### src/rtl/down_counter_if.sv
// Load/start control and status bundle for the loadable down counter.
// The bench drives the master side; the counter implements the slave side.
interface down_counter_if #(
  parameter int WIDTH = 12
);
  logic             load_valid;
  logic [WIDTH-1:0] load_value;
  logic             load_ready;
  logic             start;
  logic             pause;
  logic             stop;
  logic             auto_reload;
  logic [WIDTH-1:0] count;
  logic             busy;
  logic             done;
  logic             tc;

  modport master (
    output load_valid, load_value, start, pause, stop, auto_reload,
    input  load_ready, count, busy, done, tc
  );

  modport slave (
    input  load_valid, load_value, start, pause, stop, auto_reload,
    output load_ready, count, busy, done, tc
  );
endinterface

### src/rtl/down_counter.sv
// Loadable down counter / interval timer with optional auto-reload.
// It emits a one-cycle registered terminal-count pulse when the count reaches zero.
module down_counter #(
  parameter int WIDTH = 12
) (
  input  logic          clk,
  input  logic          reset,
  down_counter_if.slave bus
);

  typedef enum logic [1:0] {
    IDLE = 2'd0,
    RUN  = 2'd1,
    DONE = 2'd2
  } state_t;

  state_t           state_q, state_nx;
  logic [WIDTH-1:0] count_q, count_nx;
  logic [WIDTH-1:0] reload_q, reload_nx;
  logic             tc_q, tc_nx;
  logic             load_ok;

  // Decrement that stops at zero, so the count can never wrap.
  function automatic logic [WIDTH-1:0] sat_dec(input logic [WIDTH-1:0] v);
    if (v == '0) return '0;
    else         return v - WIDTH'(1);
  endfunction

  assign load_ok = (state_q != RUN);

  always_ff @(posedge clk or negedge reset) begin
    if (!reset) begin
      state_q  <= IDLE;
      count_q  <= '0;
      reload_q <= '0;
      tc_q     <= 1'b0;
    end else begin
      state_q  <= state_nx;
      count_q  <= count_nx;
      reload_q <= reload_nx;
      tc_q     <= tc_nx;
    end
  end

  always_comb begin
    state_nx  = state_q;
    count_nx  = count_q;
    reload_nx = reload_q;
    tc_nx     = 1'b0;
    if (bus.load_valid && load_ok) begin
      // A load wins over a simultaneous start and never changes state.
      count_nx  = bus.load_value;
      reload_nx = bus.load_value;
    end else begin
      case (state_q)
        IDLE, DONE: begin
          if (bus.start) begin
            if (count_q != '0) begin
              state_nx = RUN;
            end else begin
              tc_nx    = 1'b1;
              state_nx = DONE;
            end
          end
        end
        RUN: begin
          if (bus.stop) begin
            state_nx = IDLE;
          end else if (bus.pause) begin
            count_nx = count_q;
          end else if (count_q != '0) begin
            count_nx = sat_dec(count_q);
            tc_nx    = (count_q == WIDTH'(1));
          end else if (bus.auto_reload && (reload_q != '0)) begin
            count_nx = reload_q;
          end else begin
            state_nx = DONE;
          end
        end
        default: state_nx = IDLE;
      endcase
    end
  end

  assign bus.count      = count_q;
  assign bus.tc         = tc_q;
  assign bus.busy       = (state_q == RUN);
  assign bus.done       = (state_q == DONE);
  assign bus.load_ready = load_ok;

endmodule

### src/flat_wrapper.sv
// flat-port wrapper written by rule: the top's interface ports become plain ports
module down_counter_flat 
#(
  parameter int WIDTH = 12
)
  (clk, reset, bus_load_valid, bus_load_value, bus_start, bus_pause, bus_stop, bus_auto_reload, bus_load_ready, bus_count, bus_busy, bus_done, bus_tc);
  down_counter_if #(.WIDTH(WIDTH)) bus_i ();
  input  logic clk;
  input  logic reset;
  input wire logic [$bits(bus_i.load_valid)-1:0] bus_load_valid;
  input wire logic [$bits(bus_i.load_value)-1:0] bus_load_value;
  input wire logic [$bits(bus_i.start)-1:0] bus_start;
  input wire logic [$bits(bus_i.pause)-1:0] bus_pause;
  input wire logic [$bits(bus_i.stop)-1:0] bus_stop;
  input wire logic [$bits(bus_i.auto_reload)-1:0] bus_auto_reload;
  output wire logic [$bits(bus_i.load_ready)-1:0] bus_load_ready;
  output wire logic [$bits(bus_i.count)-1:0] bus_count;
  output wire logic [$bits(bus_i.busy)-1:0] bus_busy;
  output wire logic [$bits(bus_i.done)-1:0] bus_done;
  output wire logic [$bits(bus_i.tc)-1:0] bus_tc;
  assign bus_i.load_valid = bus_load_valid;
  assign bus_i.load_value = bus_load_value;
  assign bus_i.start = bus_start;
  assign bus_i.pause = bus_pause;
  assign bus_i.stop = bus_stop;
  assign bus_i.auto_reload = bus_auto_reload;
  assign bus_load_ready = bus_i.load_ready;
  assign bus_count = bus_i.count;
  assign bus_busy = bus_i.busy;
  assign bus_done = bus_i.done;
  assign bus_tc = bus_i.tc;
  down_counter #(.WIDTH(WIDTH)) u_core (.clk(clk), .reset(reset), .bus(bus_i));
endmodule
### config.mk
export PLATFORM = sky130hd
export DESIGN_NAME = down_counter_flat
export DESIGN_NICKNAME = d
export VERILOG_FILES = /design/src/rtl/down_counter_if.sv /design/src/rtl/down_counter.sv /design/src/flat_wrapper.sv
export SDC_FILE = /design/constraint.sdc
export NUM_CORES = 1
export LEC_CHECK = 0
export ABC_AREA = 1
export CAP_MARGIN = 20
export CORE_ASPECT_RATIO = 0.7
export CORE_MARGIN = 4
export CORE_UTILIZATION = 49
export DETAILED_ROUTE_END_ITERATION = 6
export PLACE_DENSITY_LB_ADDON = 0.2
export SLEW_MARGIN = 20
export SYNTH_ARGS = -nofsm -noshare
export SYNTH_HDL_FRONTEND = slang
export SYNTH_SLANG_ARGS = --single-unit
### constraint.sdc
create_clock -name clk -period 5.27 [get_ports clk]
set_clock_uncertainty 0.1 [all_clocks]
set_input_delay 0.7905 -clock clk [delete_from_list [all_inputs] [get_ports clk]]
set_output_delay 0.7905 -clock clk [all_outputs]
set_load 0.005 [all_outputs]
==> reports/results.txt <==
Die span in x = 78.80 um
Total Routing Usage GR = 21.63%
Crit path top cell by count = nand2_1
Commonest register cell after synthesis = dfrtp_1
Cells after Synth = 262
Hold WC Path Type = reg -> reg
Slowest CP cell = dfrtp_1
Slew headroom = 64.57%
Max-cap violations = 0
Largest net degree at the start of global routing = 29
RSZ-0062 raised after global routing = false
Comb pwr share = 55.5%
Power share of the clock group = 10.7%
Least-Margin Pin Slew = 530.8 ps
CTS Root Cell = clkbuf_8
Buffers added on ports = 34
RD Place Congestion = 0.9121
Buf/Inv on CP = 2
DRT antenna net count = 0
Largest area contributor in the netlist = dfrtp_1
Critical path's largest stage delay = 460 ps
Yosys reg bits = 27
Fin util = 65.44%
DR iter-0 viols = 133
Most frequent cell after synthesis = nand2_1
Avg Inst Size Synth = 6.562 um2
DRC = 0
Sw Pwr = 528.6 uW
Post-synth cell types = 21
Critical path class = reg -> reg
Crit path max fanout = 13
Pleak = 0.001111 uW
Sw frac = 45.99%
Synth cell count leaders = 100 x nand2_1, 35 x nand3_1, 29 x inv_1, 27 x dfrtp_1, 27 x nor2_1
WL/cell = 13.14 um
Sequential share of power = 33.8%
Initial antenna violation count = 0
Register area share after synthesis = 39.30%
# diodes = 0
Area grow syn2layout = 23.87%
Final Hold Fails = 0
Family with the most delay on the worst path = simple AND/OR/NAND/NOR gates
CTS Hold Bufs = 0
Cell Area, Synth = 1719 um2
Worst-path cell chain = inv_1 -> ha_1 -> nand3_1 -> inv_1 -> nand2_1 -> nor2_2 -> nand2_1 -> nand2_2 -> nand2_4 -> nand2_1 -> nand2_1
Nets = 316
I/O pin count = 35
Vias/cell = 5.067
Core Area = 3254 um2
Fin crit share = 46.81%
Via count = 1728
F_max = 405.3 MHz
Post-detail-place hpwl = 3187 um
Cell count after placement = 337
Die Ht = 57.56 um
VDD IR max = 0.0003046 V
Clk buf depth = 2
Sum of negative setup slack = 0 ps
WP data arrival = 2540 ps
Vias in the first global route = 1627
Post-Route WL = 4481 um
Layout cells sized above 1 = 6.463%
Num rows = 17
Syn_nets = 283
Sink Count = 27
Outcome = finished, final reports clean
TritonCTS buffer count = 3
Pre-CTS setup slack = 2682 ps
Clk_lat worst skew = 280 ps
Starting Density = 52.83%
Pint = 620.8 uW
Post-synth EDFFs = 0
Total Power = 1149 uW
Global route overflow = 0
First-pass GRT wire length = 7817 um
Worst-path clk slew = 100 ps
Max Slew Vio Count = 0
TritonCTS clock tree = done
Post-CTS Resized = 0
Synth warn = 0
Post-synth top area share = 39.30%
Fin crit period = 2467 ps
Setup Viol. Count Final = 0
Pwr/cell area = 539.7 nW/um2
Setup WS post-layout = 2803 ps
Asr flop ratio synth = 100.0%
First-pass detailed-route iteration total = 5
Required time worst endpoint = 5340 ps
Die area = 4535 um2
Postcts setup bufs = 0
Htree depth = 1
CP startpoint kind = register
Capturing element type of the critical path = register
Area contributors post-synth = dfrtp_1 39%, nand2_1 22%, nand3_1 10%
Final cell count without fillers = 341
-- metrics by stage --
step                cell area [um2]  hold slack (ps)
floorplan                      1719            352.0
global placement               2081            385.7
detailed placement             2081            397.0
CTS                            2130            420.7
global route                   2130            459.8
finish                         2130            426.1
-- power groups by stage --
stage | logic, uW | clock network, uW | registers (uW)
3_5_place_dp | 627 | 0 | 389
3_3_place_gp | 621 | 0 | 389
4_1_cts | 636 | 126 | 386
5_1_grt | 737 | 133 | 402
6_report | 638 | 123 | 389
2_1_floorplan | 427 | 0 | 371
-- state kept, by name (all words and copies together) (netlist names) --
signal / cells
u_core.bus.count: 12
u_core.bus.tc: 1
u_core.reload_q: 12
u_core.state_q: 2
-- area by class of cell --
cell class,count,area [um2]
Fill cell,298,1125
Timing Repair Buffer,36,355.3
Sequential cell,27,675.6
Multi-Input combinational cell,194,867.1
Inverter,33,123.9
Clock inverter,1,7.507
Tap cell,47,58.81
Clock buffer,3,41.29
-- logic make-up after synthesis --
group	after synthesis	synth area share, %
xor gates and xnor gates	3	1.529
adders and majority gates	2	1.455
and+or+nand+nor	174	43.09
DFF	27	39.30
buffers and inverters	41	10.26
AOI/OAI and AO/OA	15	4.367
-- final timing paths --
path	startpoint	end	slack (ps)	cells after the start
min reg2reg	u_core.reload_q[4]$_DFFE_PN0P_	u_core.reload_q[4]$_DFFE_PN0P_	430	2
max in group asynchronous	reset	u_core.reload_q[5]$_DFFE_PN0P_	4030	2
max reg2reg	u_core.bus.count[0]$_DFFE_PN0P_	u_core.bus.count[10]$_DFFE_PN0P_	2800	11
min	u_core.reload_q[4]$_DFFE_PN0P_	u_core.reload_q[4]$_DFFE_PN0P_	430	2
min in group asynchronous	reset	u_core.reload_q[3]$_DFFE_PN0P_	780	2
max	u_core.bus.count[0]$_DFFE_PN0P_	u_core.bus.count[10]$_DFFE_PN0P_	2800	11
-- layer usage --
metal / GRT usage [%] / vias up / wire length (um)
li1: - / 872 / -
met1: 34.34 / 766 / 2243
met2: 30.83 / 84 / 1836
met3: 3.628 / 6 / 359
met4: 3.491 / 0 / 41
met5: 0 / - / 0
-- cell usage in the layout, fill, tap and decap left out --
cell             netlist  routed
nand2_2                1       1
nand2_4                1       1
nor3_1                 1       1
o21ai_0               11      11
nor2_2                 2       2
nand4_1                2       2
or2_2                  3       3
clkinvlp_4             0       1
dfrtp_1               27      27
xor2_1                 3       3
nand3_1               35      35
nor2_4                 2       2
clkbuf_8               0       3
inv_2                  4       4
nor2_1                27      27
clkdlybuf4s50_1        0      34
a21oi_1                4       4
inv_1                 29      29
ha_1                   2       2
buf_4                  3       2
nand2_1              100     100
-- tightest hold or removal path: cells and delay by family (launching register included) --
family	cells	cell delay (ps)
DFF	1	380
and+or+nand+nor	2	120
No activity file was read; power rests on OpenSTA's default activity.
